--- src/rtl/pc_fetch_stage_pkg.sv ---
// Shared definitions for the PC/fetch stage: state encoding, reset PC, instruction width.
package pc_fetch_stage_pkg;

   localparam int          INSTR_W          = 32;
   localparam int          STATE_W          = 3;
   localparam logic [31:0] RESET_PC_DEFAULT = 32'h0000_0000;

   typedef enum logic [STATE_W-1:0] {
      IDLE  = 3'd0,
      REQ   = 3'd1,
      WAIT  = 3'd2,
      HAVE  = 3'd3,
      FAULT = 3'd4
   } fetch_state_t;

   function automatic logic is_word_aligned(input logic [1:0] lsb);
      return lsb == 2'b00;
   endfunction

endpackage

--- src/rtl/pc_fetch_stage_if.sv ---
// Fetch-stage bus: next-PC feedback, instruction-memory handshake and decode handshake.
// Perf counter signals exist only when FETCH_PERF_CNT_EN is defined.
interface pc_fetch_stage_if #(parameter int ADDR_W = 32);
   import pc_fetch_stage_pkg::*;

   logic [ADDR_W-1:0]  PC_Next;
   logic [ADDR_W-1:0]  PC;
   logic [ADDR_W-1:0]  PC_Plus_4;
   logic               Imem_Req_Valid;
   logic               Imem_Req_Ready;
   logic [ADDR_W-1:0]  Imem_Addr;
   logic               Imem_Resp_Valid;
   logic [INSTR_W-1:0] Imem_Resp_Data;
   logic [INSTR_W-1:0] Instr;
   logic               Instr_Valid;
   logic               Instr_Ready;
   logic               Fetch_Fault;
`ifdef FETCH_PERF_CNT_EN
   logic [31:0]        Perf_Instr_Count;
   logic [31:0]        Perf_Stall_Count;
`endif

   modport master (
      input  PC_Next, Imem_Req_Ready, Imem_Resp_Valid, Imem_Resp_Data, Instr_Ready,
      output PC, PC_Plus_4, Imem_Req_Valid, Imem_Addr, Instr, Instr_Valid, Fetch_Fault
`ifdef FETCH_PERF_CNT_EN
      , output Perf_Instr_Count, Perf_Stall_Count
`endif
   );

   modport slave (
      output PC_Next, Imem_Req_Ready, Imem_Resp_Valid, Imem_Resp_Data, Instr_Ready,
      input  PC, PC_Plus_4, Imem_Req_Valid, Imem_Addr, Instr, Instr_Valid, Fetch_Fault
`ifdef FETCH_PERF_CNT_EN
      , input Perf_Instr_Count, Perf_Stall_Count
`endif
   );

endinterface

--- src/rtl/pc_fetch_stage_perf_counters.sv ---
// Fetch performance counters: accepted instructions and memory-stall cycles, both wrapping.
// Instantiated only under FETCH_PERF_CNT_EN.
module fetch_perf_counters
   import pc_fetch_stage_pkg::*;
(
   input  logic         clk,
   input  logic         rst,
   input  fetch_state_t state,
   input  logic         req_ready,
   input  logic         instr_ready,
   output logic [31:0]  instr_count,
   output logic [31:0]  stall_count
);

   logic accept;
   logic stall;

   assign accept = (state == HAVE) && instr_ready;
   assign stall  = ((state == REQ) && !req_ready) || (state == WAIT);

   always_ff @(posedge clk or posedge rst) begin
      if (rst) begin
         instr_count <= '0;
         stall_count <= '0;
      end else begin
         if (accept) instr_count <= instr_count + 32'd1;
         if (stall)  stall_count <= stall_count + 32'd1;
      end
   end

endmodule

--- src/rtl/pc_fetch_stage.sv ---
// PC register and single-outstanding instruction-fetch sequencer (IDLE/REQ/WAIT/HAVE/FAULT).
// Optional FETCH_PERF_CNT_EN adds instruction and stall counters.
module pc_fetch_stage
   import pc_fetch_stage_pkg::*;
#(
   parameter int                ADDR_W   = 32,
   parameter logic [ADDR_W-1:0] RESET_PC = ADDR_W'(RESET_PC_DEFAULT)
)(
   input  logic             clk,
   input  logic             rst,
   pc_fetch_stage_if.master bus
);

   fetch_state_t       state;
   logic [ADDR_W-1:0]  pc;
   logic               req_valid;
   logic               instr_valid;
   logic               fault;
   logic [INSTR_W-1:0] instr;

   // Handshake outputs are registered so they toggle only with state changes;
   // the async reset clears them immediately.
   always_ff @(posedge clk or posedge rst) begin
      if (rst) begin
         state       <= IDLE;
         pc          <= RESET_PC;
         req_valid   <= 1'b0;
         instr_valid <= 1'b0;
         fault       <= 1'b0;
         instr       <= '0;
      end else begin
         case (state)
            IDLE: begin
               state     <= REQ;
               req_valid <= 1'b1;
            end
            REQ: begin
               if (bus.Imem_Req_Ready) begin
                  state     <= WAIT;
                  req_valid <= 1'b0;
               end
            end
            WAIT: begin
               if (bus.Imem_Resp_Valid) begin
                  state       <= HAVE;
                  instr       <= bus.Imem_Resp_Data;
                  instr_valid <= 1'b1;
               end
            end
            HAVE: begin
               if (bus.Instr_Ready) begin
                  instr_valid <= 1'b0;
                  if (is_word_aligned(bus.PC_Next[1:0])) begin
                     state     <= REQ;
                     pc        <= bus.PC_Next;
                     req_valid <= 1'b1;
                  end else begin
                     state <= FAULT;
                     fault <= 1'b1;
                  end
               end
            end
            FAULT: begin
               state <= FAULT;
            end
            default: begin
               state       <= IDLE;
               req_valid   <= 1'b0;
               instr_valid <= 1'b0;
            end
         endcase
      end
   end

   assign bus.PC             = pc;
   assign bus.PC_Plus_4      = pc + ADDR_W'(4);
   assign bus.Imem_Addr      = pc;
   assign bus.Imem_Req_Valid = req_valid;
   assign bus.Instr          = instr;
   assign bus.Instr_Valid    = instr_valid;
   assign bus.Fetch_Fault    = fault;

`ifdef FETCH_PERF_CNT_EN
   fetch_perf_counters u_perf (
      .clk         (clk),
      .rst         (rst),
      .state       (state),
      .req_ready   (bus.Imem_Req_Ready),
      .instr_ready (bus.Instr_Ready),
      .instr_count (bus.Perf_Instr_Count),
      .stall_count (bus.Perf_Stall_Count)
   );
`endif

endmodule
--- src/flat_wrapper.sv ---
// flat-port wrapper written by rule: the top's interface ports become plain ports
module pc_fetch_stage_flat import pc_fetch_stage_pkg::*;
#(
   parameter int                ADDR_W   = 32,
   parameter logic [ADDR_W-1:0] RESET_PC = ADDR_W'(RESET_PC_DEFAULT)
)
  (clk, rst, bus_PC_Next, bus_Imem_Req_Ready, bus_Imem_Resp_Valid, bus_Imem_Resp_Data, bus_Instr_Ready, bus_PC, bus_PC_Plus_4, bus_Imem_Req_Valid, bus_Imem_Addr, bus_Instr, bus_Instr_Valid, bus_Fetch_Fault);
  pc_fetch_stage_if #(.ADDR_W(ADDR_W)) bus_i ();
  input  logic clk;
  input  logic rst;
  input wire logic [$bits(bus_i.PC_Next)-1:0] bus_PC_Next;
  input wire logic [$bits(bus_i.Imem_Req_Ready)-1:0] bus_Imem_Req_Ready;
  input wire logic [$bits(bus_i.Imem_Resp_Valid)-1:0] bus_Imem_Resp_Valid;
  input wire logic [$bits(bus_i.Imem_Resp_Data)-1:0] bus_Imem_Resp_Data;
  input wire logic [$bits(bus_i.Instr_Ready)-1:0] bus_Instr_Ready;
  output wire logic [$bits(bus_i.PC)-1:0] bus_PC;
  output wire logic [$bits(bus_i.PC_Plus_4)-1:0] bus_PC_Plus_4;
  output wire logic [$bits(bus_i.Imem_Req_Valid)-1:0] bus_Imem_Req_Valid;
  output wire logic [$bits(bus_i.Imem_Addr)-1:0] bus_Imem_Addr;
  output wire logic [$bits(bus_i.Instr)-1:0] bus_Instr;
  output wire logic [$bits(bus_i.Instr_Valid)-1:0] bus_Instr_Valid;
  output wire logic [$bits(bus_i.Fetch_Fault)-1:0] bus_Fetch_Fault;
  assign bus_i.PC_Next = bus_PC_Next;
  assign bus_i.Imem_Req_Ready = bus_Imem_Req_Ready;
  assign bus_i.Imem_Resp_Valid = bus_Imem_Resp_Valid;
  assign bus_i.Imem_Resp_Data = bus_Imem_Resp_Data;
  assign bus_i.Instr_Ready = bus_Instr_Ready;
  assign bus_PC = bus_i.PC;
  assign bus_PC_Plus_4 = bus_i.PC_Plus_4;
  assign bus_Imem_Req_Valid = bus_i.Imem_Req_Valid;
  assign bus_Imem_Addr = bus_i.Imem_Addr;
  assign bus_Instr = bus_i.Instr;
  assign bus_Instr_Valid = bus_i.Instr_Valid;
  assign bus_Fetch_Fault = bus_i.Fetch_Fault;
  pc_fetch_stage #(.ADDR_W(ADDR_W), .RESET_PC(RESET_PC)) u_core (.clk(clk), .rst(rst), .bus(bus_i));
endmodule
--- config.mk ---
export PLATFORM = sky130hd
export DESIGN_NAME = pc_fetch_stage_flat
export DESIGN_NICKNAME = d
export VERILOG_FILES = /design/src/rtl/pc_fetch_stage_pkg.sv /design/src/rtl/pc_fetch_stage_if.sv /design/src/rtl/pc_fetch_stage_perf_counters.sv /design/src/rtl/pc_fetch_stage.sv /design/src/flat_wrapper.sv
export SDC_FILE = /design/constraint.sdc
export NUM_CORES = 1
export LEC_CHECK = 0
export CORE_MARGIN = 2
export CORE_UTILIZATION = 39
export CTS_BUF_LIST = sky130_fd_sc_hd__clkbuf_8 sky130_fd_sc_hd__clkbuf_16
export DETAILED_ROUTE_END_ITERATION = 10
export PLACE_DENSITY_LB_ADDON = 0.12
export SLEW_MARGIN = 30
export SYNTH_ARGS = -nofsm -noshare
export SYNTH_HDL_FRONTEND = slang
export SYNTH_SLANG_ARGS = --single-unit
export TNS_END_PERCENT = 20
--- constraint.sdc ---
create_clock -name clk -period 3.3 [get_ports clk]
set_clock_uncertainty 0.2 [all_clocks]
set_input_delay 0.66 -clock clk [delete_from_list [all_inputs] [get_ports clk]]
set_output_delay 0.66 -clock clk [all_outputs]
set_load 0.005 [all_outputs]
# --- Word level (Yosys, flattened, before mapping) ---
# Cells that the tools add are included.
totals:
  word_cells: 40
  out_inout_bits: 131
  inputBits: 69
  register_bits: 70
classes:
  n_addsub: 1
  n_mux: 12
  eq_ne: 8
  bitwise_logic: 3
  reduce_logical: 10
op_table:
  columns: ["op", "n"]
  rows:
  - ["$add 32x3->32 const B", 1]
  - ["$pmux 3 s5", 1]
  - ["$mux 3", 4]
  - ["$reduce_and 3->1", 4]
  - ["$eq 3x2->1 const B", 2]
  - ["$ne 2x2->1 const B", 3]
  - ["$mux 1", 5]
  - ["$pmux 1 s4", 1]
  - ["$reduce_and 4->1", 1]
  - ["$eq 3x1->1 const B", 1]
  - ["$eq 3x3->1 const B", 1]
  - ["$logic_not 3->1", 1]
  - ["$not 1->1", 3]
  - ["$pmux 1 s3", 1]
  - ["$reduce_or 3->1", 1]
  - ["$logic_not 2->1", 1]
  - ["$ne 2x1->1 const B", 1]
  - ["$reduce_and 2->1", 1]
  - ["$reduce_or 2->1", 1]

# --- Depth between registers and ports, before layout ---
# Gate-level depths: netlist (run 1).
logic_depth:
  ltp_word: 4
  depth_mapped: 5
  depth_no_buf: 5

# --- Worst setup path before layout (run 1) ---
# No wires, ideal clock.
synth_timing:
  path_kind: "reg2out"
  from: "register u_core.pc[4], in the netlist u_core.bus.Imem_Addr[4]"
  to: "output port bus_PC_Plus_4[27]"
  path_slack_ns: 0.952
  required_ns: 2.440
  path_buffers: 1
  arrival_time_ns: 1.488
  stages_incl_launch_ff: 6
  path_cell_list: "dfrtp_1 nand4_2 or2_1 buf_6 nor4_1 xor2_1"
synth_via:
  elab_chain_len: 1
synth_lines:
  columns: ["item", "line_no", "text"]
  rows:
  - ["start: declaration", "pc_fetch_stage.sv:15", "logic [ADDR_W-1:0] pc;"]
  - ["start signal: assignment", "pc_fetch_stage.sv:55", "pc <= bus.PC_Next;"]
  - ["$add 32x3->32", "pc_fetch_stage.sv:76", "assign bus.PC_Plus_4 = pc + ADDR_W'(4);"]
  - ["end: declaration", "flat_wrapper.sv:17", "output wire logic [$bits(bus_i.PC_Plus_4)-1:0] bus_PC_Plus_4;"]
# No other way between the ends.

# --- Worst setup path after layout (run 1) ---
layout_timing:
  from: "register u_core.pc[2], in the netlist u_core.bus.Imem_Addr[2]"
  to: "output port bus_PC_Plus_4[18]"
# The elaborated chain is that of the path after synthesis.

==> impl_metrics.json, run 1 <==
{
  "num_vias": 2866,
  "holdWs_ps": 285,
  "comb_power_share": 0.498,
  "max-clock-path-buffers": 2,
  "leakage_nw": 2.31,
  "final.period_utilization": 0.968,
  "finalSetupTns_ps": 0,
  "min_delay_path_depth": 1,
  "clk_pin_slew_worst_paths_ps": 80,
  "worst_ep_arrival_time_ps": 2330,
  "setup_slack_ps": 107,
  "tritoncts": "yes",
  "numCtsBuffers": 9,
  "drt_first_iter_violations": 50,
  "post_synth.cell_area_avg_um2": 12.2,
  "worst_setup_path_end_kind": "output port",
  "dominantRegCellSynth": "sky130_fd_sc_hd__dfrtp_1",
  "portion_of_synthesized_cell_area_occupied_by_the_leading_cell_type": 0.499,
  "antenna-diode-count": 0,
  "area_of_the_multi_input_gates_mm2": 0.00152,
  "holdCritStartpoint": "u_core.bus.Fetch_Fault",
  "worst_setup_path_start_kind": "flip-flop",
  "placed_cells": 556,
  "timing.reg2reg.worst_path_depth": 4,
  "totalPowerFinal_mw": 4.94,
  "ir_worst_vdd_v": 0.000431,
  "report.final.hold_viol_count": 0,
  "finalSetupViolations": 0,
  "internal_power_mw": 3.41,
  "layout.cells.most_common_list": "199 x sky130_fd_sc_hd__clkdlybuf4s50_1, 60 x sky130_fd_sc_hd__mux2_2, 57 x sky130_fd_sc_hd__dfrtp_1",
  "drc_errors": 0,
  "placeableCoreArea_mm2": 0.00872,
  "die_height_um": 98.9,
  "numClockSinks": 70,
  "synthesis_stage_register_bit_count": 70,
  "period_needed_ps": 3190,
  "grt_start_max_net_pins": 34,
  "grt_pass1_wl_um": 15100,
  "p_switching_mw": 1.53,
  "synth.lib_cells_used.distinct": 37,
  "synthToLayoutAreaGrowth_pct": 62.9,
  "tightest_slew_ps": 603,
  "post_dp_cell_area_mm2": 0.00540,
  "clkPwrFrac": 0.140,
  "finalInstanceArea_mm2": 0.00572,
  "via_count_of_the_first_global_routing_pass": 2903,
  "worstSkewPairLatency_ps": 330,
  "cell_by_cell_listing_of_the_critical_path": "ha_2, nand3_1, nor3_1, buf_4, and3_1, xor2_1, clkdlybuf4s50_1",
  "antenna_found_initial": 0,
  "max_freq_ghz": 0.313,
  "unrepaired_setup_endpoints_after_global_routing": "yes",
  "post-route-util": 0.656,
  "layout_commonest_cell": "sky130_fd_sc_hd__clkdlybuf4s50_1",
  "place.detailed.hpwl_um": 7110,
  "die_area_mm2": 0.00978,
  "timing.critical_path.slowest_cell_delay_ps": 540,
  "synthTopCellsByArea": "sky130_fd_sc_hd__dfrtp_1 50%, sky130_fd_sc_hd__mux2_2 19%, sky130_fd_sc_hd__buf_4 7.3%, sky130_fd_sc_hd__xor2_1 3.7%, sky130_fd_sc_hd__xnor2_1 3.2%",
  "switching_share": 0.310,
  "drive_gt1_frac": 0.255,
  "finalNonFillerCells": 578,
  "netlist_area_mm2": 0.00351,
  "detailedRoute.firstPassIterationCount": 4,
  "timing.critical_path.fanout_max": 8,
  "hp-class": "reg -> reg",
  "htree_num_levels": 3,
  "portion_of_the_post_synthesis_area_used_by_sequential_elements": 0.499,
  "num_rows": 34,
  "synth_largest_area_cell": "sky130_fd_sc_hd__dfrtp_1",
  "finalMaxSlewViolations": 0,
  "global_route.usage.total": 0.195,
  "die_x_um": 98.9,
  "vias_per_cell": 4.96,
  "clk_root_buffer_cell": "sky130_fd_sc_hd__clkbuf_8",
  "crit_path_top_delay_cell": "sky130_fd_sc_hd__clkdlybuf4s50_1",
  "place_worst_setup_slack_ps": 317,
  "synth-warning-count": 0,
  "top_level_port_count": 200,
  "finish.net_count": 535,
  "synthesis.nets": 358,
  "netlist_instances": 288,
  "place.gp.congestion": 0.793,
  "run_status": "complete, no violations",
  "r2r_start": "u_core.state[1]",
  "ant_nets": 0,
  "maxCapViolations": 0,
  "initial_core_util": 0.403,
  "portBuffers": 199,
  "power_density_mw_per_mm2": 864,
  "route.final.wire_length_um": 9510,
  "synth_enable_flop_cells": 0,
  "asyncSetResetFlopFracSynth": 1.00,
  "routedWlPerCell_um": 16.5,
  "crit_type": "reg -> out",
  "required_time_of_the_critical_path_ps": 2440,
  "grt_remaining_overflow": 0,
  "sequential_cell_area_mm2": 0.00177,
  "slew_headroom": 0.598,
  "seq_power_share": 0.362,
  "nFillCells": 721,
  "critPathLaunch": "u_core.bus.Imem_Addr[2]"
}
[state kept, by name, indices dropped and copies added, names as in the netlist]
signal                     flops
u_core.state                   3
u_core.bus.Instr_Valid         1
u_core.bus.Imem_Req_Valid      1
u_core.bus.Instr              32
u_core.bus.Fetch_Fault         1
u_core.bus.Imem_Addr          32
[Yosys cell counts, drive strengths merged, types with 3 or more instances]
cell and number:
dfrtp 70, o21ai 3, nor4 5, a21oi 5
xor2 15, mux2 62, nor3 7, nand3 11
nand2 9, nor2b 3, and4 3, and3 6
inv 3, xnor2 13, nor2 5, or2 3
nand4 11, buf 44
[worst paths after layout]
kind / end / slack [ps]
max: bus_PC_Plus_4[18] / 110
min: u_core.bus.Fetch_Fault / 290
max reg2reg: u_core.bus.Imem_Addr[29] / 1240
min reg2reg: u_core.bus.Fetch_Fault / 290
max in group asynchronous: u_core.bus.Imem_Addr[14] / 1700
min in group asynchronous: u_core.bus.Instr[12] / 510
[repair_timing]
action                                  in CTS  in global routing
endpoints found under the setup margin      10                 18
hold buffers                                 0                  0
pin swaps                                    0                  3
gates resized for setup                      5                 20
gates cloned                                 0                  0
setup buffers                                0                  6
[cells by family (layout without fill, tap and decap cells)]
kind of cell	count (synthesis)	count (layout)	share of synthesized area
xor+xnor	28	28	0.0699
simple gates	68	68	0.116
mux	63	63	0.202
compound gates	11	11	0.0182
buf+inv	47	229	0.0919
flops	70	70	0.499
fa+ha+maj	1	1	0.00356
[worst max-delay path, delay by kind of cell, from the launching register on]
family / cells / cell delay (ps)
xor gates and xnor gates: 1 / 150
buffers and inverters: 2 / 710
DFF: 1 / 440
and+or+nand+nor: 3 / 430
adders and majority gates: 1 / 260
[layer usage]
metal	up-vias	share of wire	GRT usage
li1	1337	-	-
met1	1391	0.40	0.235
met2	131	0.50	0.332
met3	7	0.096	0.0631
met4	0	0.0085	0.0632
met5	-	0	0
[power groups by stage]
stage	Clock (mW)	Combinational (mW)	Sequential, mW
3_3_place_gp	0	2.42	1.75
4_1_cts	0.720	2.46	1.78
3_5_place_dp	0	2.44	1.78
5_1_grt	0.768	2.65	1.87
6_report	0.693	2.46	1.79
2_1_floorplan	0	0.983	1.68
[area by class of cell]
type | count | area share
Timing Repair Buffer | 210 | 0.365
Sequential cell | 70 | 0.309
Multi-Input combinational cell | 171 | 0.266
Clock buffer | 10 | 0.0241
Tap cell | 108 | 0.0236
Clock inverter | 6 | 0.0107
Inverter | 3 | 0.00197
Note: power is estimated with default switching activity, not from simulation.
==> inputs of run 2 (changes only) <==
--- a/config.mk
+++ b/config.mk
@@ -13,5 +13,6 @@
 export SLEW_MARGIN = 30
 export SYNTH_ARGS = -nofsm -noshare
 export SYNTH_HDL_FRONTEND = slang
+export SYNTH_HIERARCHICAL = 1
 export SYNTH_SLANG_ARGS = --single-unit
 export TNS_END_PERCENT = 20
==> impl_metrics.json, run 2 <==
{
  "seq_power_share": 0.334,
  "power_density_mw_per_mm2": 905,
  "timing.reg2reg.worst_path_depth": 5,
  "clkPwrFrac": 0.160,
  "ant_nets": 0,
  "antenna-diode-count": 0,
  "timing.critical_path.fanout_max": 8,
  "num_rows": 34,
  "netlist_area_mm2": 0.00354,
  "finalSetupViolations": 0,
  "worst_setup_path_start_kind": "flip-flop",
  "internal_power_mw": 3.69,
  "grt_pass1_wl_um": 14800,
  "place.gp.congestion": 0.819,
  "max_freq_ghz": 0.310,
  "synthesis_stage_register_bit_count": 70,
  "post_dp_cell_area_mm2": 0.00544,
  "worstSkewPairLatency_ps": 320,
  "drt_first_iter_violations": 74,
  "drive_gt1_frac": 0.267,
  "via_count_of_the_first_global_routing_pass": 2902,
  "min_delay_path_depth": 1,
  "worst_ep_arrival_time_ps": 2370,
  "numCtsBuffers": 9,
  "antenna_found_initial": 0,
  "synthesis.nets": 358,
  "die_area_mm2": 0.00985,
  "portBuffers": 199,
  "synth_largest_area_cell": "sky130_fd_sc_hd__dfrtp_1",
  "initial_core_util": 0.404,
  "place.detailed.hpwl_um": 7100,
  "tritoncts": "yes",
  "required_time_of_the_critical_path_ps": 2440,
  "worst_setup_path_end_kind": "output port",
  "dominantRegCellSynth": "sky130_fd_sc_hd__dfrtp_1",
  "synthToLayoutAreaGrowth_pct": 63.9,
  "leakage_nw": 2.36,
  "maxCapViolations": 0,
  "switching_share": 0.296,
  "top_level_port_count": 200,
  "post_synth.cell_area_avg_um2": 12.3,
  "r2r_start": "u_core/state[2]",
  "clk_pin_slew_worst_paths_ps": 80,
  "die_height_um": 99.3,
  "slew_headroom": 0.686,
  "routedWlPerCell_um": 15.9,
  "vias_per_cell": 4.93,
  "report.final.hold_viol_count": 0,
  "synthTopCellsByArea": "sky130_fd_sc_hd__dfrtp_1 50%, sky130_fd_sc_hd__mux2_2 19%, sky130_fd_sc_hd__buf_4 7.2%, sky130_fd_sc_hd__xnor2_1 4.7%, sky130_fd_sc_hd__xor2_1 2.2%",
  "synth_enable_flop_cells": 0,
  "regToRegSetupSlack_ps": 1250,
  "cts_hold_buffers": 0,
  "placeableCoreArea_mm2": 0.00876,
  "final.period_utilization": 0.978,
  "max-clock-path-buffers": 2,
  "detailedRoute.firstPassIterationCount": 4,
  "finish.net_count": 541,
  "tightest_slew_ps": 470,
  "hp-class": "reg -> reg",
  "crit_type": "reg -> out",
  "layout.cells.most_common_list": "199 x sky130_fd_sc_hd__clkdlybuf4s50_1, 60 x sky130_fd_sc_hd__mux2_2, 55 x sky130_fd_sc_hd__dfrtp_1",
  "synth.top_cells.by_count": "70 x sky130_fd_sc_hd__dfrtp_1, 60 x sky130_fd_sc_hd__mux2_2, 34 x sky130_fd_sc_hd__buf_4, 19 x sky130_fd_sc_hd__xnor2_1, 12 x sky130_fd_sc_hd__nand3_1",
  "comb_power_share": 0.506,
  "synth-warning-count": 6,
  "portion_of_synthesized_cell_area_occupied_by_the_leading_cell_type": 0.495,
  "route.final.wire_length_um": 9290,
  "finalMaxSlewViolations": 0,
  "global_route.usage.total": 0.188,
  "ir_worst_vdd_v": 0.000462,
  "asyncSetResetFlopFracSynth": 1.00,
  "portion_of_the_post_synthesis_area_used_by_sequential_elements": 0.495,
  "synth.lib_cells_used.distinct": 39,
  "numClockSinks": 70,
  "num_vias": 2874,
  "p_switching_mw": 1.56,
  "drc_errors": 0,
  "clk_root_buffer_cell": "sky130_fd_sc_hd__clkbuf_8",
  "critPathLaunch": "u_core/bus.Imem_Addr[5]",
  "synth_most_common_cell": "sky130_fd_sc_hd__dfrtp_1",
  "netlist_instances": 288,
  "die_x_um": 99.3,
  "finalInstanceArea_mm2": 0.00580,
  "grt_start_max_net_pins": 34,
  "holdCritStartpoint": "u_core/bus.Fetch_Fault",
  "htree_num_levels": 3,
  "period_needed_ps": 3230,
  "grt_remaining_overflow": 0,
  "layout_commonest_cell": "sky130_fd_sc_hd__clkdlybuf4s50_1",
  "totalPowerFinal_mw": 5.25,
  "run_status": "complete, no violations"
}
-- run 2: cells by family after synthesis --
kind of cell / count (synthesis) / synth area share
and+or+nand+nor: 65 / 0.121
muxes: 62 / 0.197
DFF: 70 / 0.495
xor gates and xnor gates: 28 / 0.0693
adders and majority gates: 1 / 0.00354
AOI/OAI and AO/OA: 11 / 0.0184
buffers and inverters: 51 / 0.0955
-- run 2: through the flow --
step	worst slack [ps]	hold slack (ps)	cells	utilization	TNS, ps
2_1_floorplan	672	265	288	-	0
3_3_place_gp	298	253	559	0.621	0
3_5_place_dp	255	262	559	0.621	0
4_1_cts	-26.3	280	575	0.650	-26.3
5_1_grt	-2.56	300	583	0.662	-2.56
6_report	72.7	278	583	0.662	0
-- run 2: final timing paths --
path | endpoint
setup / recovery | bus_PC_Plus_4[29]
hold / removal | u_core/bus.Fetch_Fault
setup reg to reg | u_core/bus.Imem_Addr[15]
hold reg to reg | u_core/bus.Fetch_Fault
max in group asynchronous | u_core/state[0]
min in group asynchronous | u_core/bus.Instr[0]
-- run 2: power groups by stage --
stage	logic (mW)	registers, mW	clock network (mW)
finish	2.66	1.75	0.840
detailed placement	2.61	1.75	0
floorplan	1.03	1.69	0
global route	2.83	1.84	0.908
CTS	2.62	1.74	0.875
global placement	2.58	1.72	0
-- run 2: worst max-delay path, stage by stage, from the launching register on --
cell                              delay (ps)
sky130_fd_sc_hd__dfrtp_2                 460
sky130_fd_sc_hd__and4_4                  260
sky130_fd_sc_hd__nand3_1                  90
sky130_fd_sc_hd__or4_1                   560
sky130_fd_sc_hd__xnor2_1                 140
sky130_fd_sc_hd__clkdlybuf4s50_1         530
-- run 2: cell type report --
class / count / area [µm²]
clock buffer: 10 / 138
clock inverter: 5 / 106
fill: 685 / 2960
inverter: 6 / 22.5
multi-input combinational: 167 / 1500
sequential: 70 / 1770
tap: 108 / 135
timing repair buffer: 217 / 2130
-- run 2: timing repair --
item / in CTS / in global routing
setup buffers: 1 / 8
gates resized for setup: 3 / 21
pin swaps: 1 / 1
endpoints found under the setup margin: 9 / 17
-- run 2: layer usage --
metal / track usage / up-vias / wire length (µm)
li1: - / 1344 / -
met1: 0.221 / 1399 / 3550
met2: 0.338 / 125 / 4850
met3: 0.0576 / 6 / 818
met4: 0.0432 / 0 / 68
met5: 0 / - / 0
==> edit: new RTL, config.mk and constraints of run 1 <==
`ADDR_W` is set to 32 in 3 places; all go to 48.
--- a/src/rtl/pc_fetch_stage_if.sv
+++ b/src/rtl/pc_fetch_stage_if.sv
@@ -1,6 +1,6 @@
 // Fetch-stage bus: next-PC feedback, instruction-memory handshake and decode handshake.
 // Perf counter signals exist only when FETCH_PERF_CNT_EN is defined.
-interface pc_fetch_stage_if #(parameter int ADDR_W = 32);
+interface pc_fetch_stage_if #(parameter int ADDR_W = 48);
    import pc_fetch_stage_pkg::*;
 
    logic [ADDR_W-1:0]  PC_Next;
--- a/src/rtl/pc_fetch_stage.sv
+++ b/src/rtl/pc_fetch_stage.sv
@@ -3,7 +3,7 @@
 module pc_fetch_stage
    import pc_fetch_stage_pkg::*;
 #(
-   parameter int                ADDR_W   = 32,
+   parameter int                ADDR_W   = 48,
    parameter logic [ADDR_W-1:0] RESET_PC = ADDR_W'(RESET_PC_DEFAULT)
 )(
    input  logic             clk,
--- a/src/flat_wrapper.sv
+++ b/src/flat_wrapper.sv
@@ -1,7 +1,7 @@
 // flat-port wrapper written by rule: the top's interface ports become plain ports
 module pc_fetch_stage_flat import pc_fetch_stage_pkg::*;
 #(
-   parameter int                ADDR_W   = 32,
+   parameter int                ADDR_W   = 48,
    parameter logic [ADDR_W-1:0] RESET_PC = ADDR_W'(RESET_PC_DEFAULT)
 )
   (clk, rst, bus_PC_Next, bus_Imem_Req_Ready, bus_Imem_Resp_Valid, bus_Imem_Resp_Data, bus_Instr_Ready, bus_PC, bus_PC_Plus_4, bus_Imem_Req_Valid, bus_Imem_Addr, bus_Instr, bus_Instr_Valid, bus_Fetch_Fault);
Ports: changed (resized bus_Imem_Addr, bus_PC, bus_PC_Next and bus_PC_Plus_4); port bits go from 200 to 264. The function was not compared with the original's and may differ.
==> edit against run 1 <==
  * The flow now finishes with violations (negative setup slack)
  * Critical path depth is 2 lower
  * Final area is 37% higher
  * Count of clock-buffer cells in the layout is 1 lower
  * Area after synthesis is 33% higher
  * Routed wire length is 55% higher
  * Power is 40% higher
  * Final cell count is 39% higher
  * Non-clock buffer count is 96 higher
  * Setup slack worse by 210 ps
  * Synthesized cell count is 41% higher
  * Register-to-register slack worse by 50 ps
  * Worst hold slack worse by 19 ps
  * Sequential cell count is 16 higher
  * Critical path type unchanged
  * Highest routed layer unchanged
==> edit: results (changes against run 1) <==
CRITICAL_PATH_ARRIVAL_PS=2540  # +210 ps
FINALNONFILLERCELLS=806  # +39%
GRT_UTIL_ALL_LAYERS=0.226  # +0.0306
COMMONEST_CELLS_POST_SYNTH='sky130_fd_sc_hd__dfrtp_1 (86), sky130_fd_sc_hd__mux2_2 (78), sky130_fd_sc_hd__buf_4 (50), sky130_fd_sc_hd__xnor2_1 (28)'
SYNTH_NET_COUNT=491  # +37%
SYNTH-SEQ-AREA-SHARE=0.462  # -0.0369
DRT-VIAS-PER-INSTANCE=5.03  # +1.5%
PLACE_INST=774  # +39%
TIMING.MAX_SLEW.REL_SLACK=0.619  # +0.0212
PLACE_WORST_SETUP_SLACK_PS=114  # -203 ps
LAYOUT.NETS=744  # +39%
SYNTH_COMPOUND_AREA_FRAC=0.0126  # -0.00555
IO_BUFFERS=263  # +32%
TIMING.HOLD.WS_PS=266  # -19.0 ps
POST_SYNTH.CELL_AREA_AVG_UM2=11.5  # -5.6%
FIRST_PASS_ITERS=4  # unchanged
NETSWITCHINGFRACTION=0.323  # +0.0124
SETUP.REG_TO_REG.WORST_SLACK_PS=1190  # -50 ps
PLACED_CELL_AREA_UM2=7290  # +35%
CLK_PIN_SLEW_WORST_PATHS_PS=70
YOSYSUNIQUECELLTYPES=38  # +2.7%
DP_HPWL_UM=10700  # +51%
YOSYS-MUX-AREA-FRACTION=0.191  # -0.0110
TNS_PS=-105  # -105 ps
P_LEAK_nW=3.39  # +47%
SYNTH.AREA.TOP_CELLS='sky130_fd_sc_hd__dfrtp_1 (46%), sky130_fd_sc_hd__mux2_2 (19%), sky130_fd_sc_hd__buf_4 (8.1%)'
ROUTEDWLPERCELL_UM=18.2  # +11%
OUTCOME='finished, violations left'
R2R.WORST_PATH.CELLS=5  # +1
POST_SYNTH_FA_HA_MAJ_AREA_FRACTION=0.00269  # -0.000878
WORST-PATH-MAX-FANOUT=5  # -3
TIMING.FINAL.WS_SETUP_PS=-105  # -212 ps
VDD.IR_DROP.WORST_mV=0.487  # +13%
GRT_MAX_DEGREE=56  # +65%
FAILED_CHECKS='negative setup slack'
CTS_ROOT_BUFFER='sky130_fd_sc_hd__clkbuf_16'
FINALWEIGHTEDCONGESTION=0.790  # -0.30%
SYNTH_XOR_XNOR_AREA_SHARE=0.0843  # +0.0145
FINALSETUPVIOLCOUNT=1  # +1
POST_ROUTE_CELLS_DRIVE_ABOVE_1_SHARE=0.264  # +0.00863
GRT_PASS1_VIAS=4133  # +42%
edit: cell type report:
cell class | count | area [um^2] | share of cell area
clock inverters | 7 | 67.6 | 0.00865
repair buffers | 306 | 3000 | 0.384
clock buffers | 9 | 225 | 0.0288
flip-flops and latches | 86 | 2160 | 0.277
multi-input cells | 245 | 2140 | 0.274
inverters | 10 | 38.8 | 0.00496
well taps | 143 | 179 | 0.0229
edit: power groups by stage:
stage	logic [mW]	registers, mW	clock network, mW
6_report	3.74	2.17	1.01
3_5_place_dp	3.79	2.16	0
5_1_grt	4.00	2.25	1.08
3_3_place_gp	3.75	2.12	0
4_1_cts	3.79	2.17	1.03
2_1_floorplan	1.41	2.15	0
edit: cells by family (layout without fill, tap and decap cells):
logic type,after synthesis,in the layout
compound gates,11,11
buf+inv,75,332
xor+xnor,44,44
simple gates,109,110
flops,86,86
fa+ha+maj,1,1
mux,79,79
edit: worst max-delay path, cell delays in order, from the launching register on:
cell	delay [ps]
sky130_fd_sc_hd__dfrtp_2	430
sky130_fd_sc_hd__nand4_4	140
sky130_fd_sc_hd__or4_4	600
sky130_fd_sc_hd__nor4_2	300
sky130_fd_sc_hd__xor2_1	200
sky130_fd_sc_hd__clkdlybuf4s50_1	530
edit: what timing repair did:
| item | in CTS | in global routing |
|---|---|---|
| hold buffers | 0 | 0 |
| gates cloned | 1 | 0 |
| buffers inserted | 6 | 9 |
| endpoints found under the hold margin | 0 | 0 |
| pin swaps | 7 | 8 |
| endpoints found under the setup margin | 32 | 21 |
| resized for setup | 33 | 36 |
edit: routing by layer:
| metal | share of wire | track usage | up-vias |
|---|---|---|---|
| li1 | - | - | 1884 |
| met1 | 0.40 | 0.267 | 1971 |
| met2 | 0.49 | 0.379 | 179 |
| met3 | 0.084 | 0.0814 | 22 |
| met4 | 0.020 | 0.0821 | 0 |
| met5 | 0 | 0 | - |
edit: worst paths after layout:
| kind | start | endpoint |
|---|---|---|
| max in group asynchronous | rst | u_core.bus.Imem_Addr[17] |
| min in group asynchronous | rst | u_core.bus.Imem_Addr[32] |
| hold / removal | u_core.bus.Fetch_Fault | u_core.bus.Fetch_Fault |
| setup reg to reg | u_core.state[1] | u_core.bus.Imem_Addr[41] |
| setup / recovery | u_core.bus.Imem_Addr[3] | bus_PC_Plus_4[41] |
| hold reg to reg | u_core.bus.Fetch_Fault | u_core.bus.Fetch_Fault |
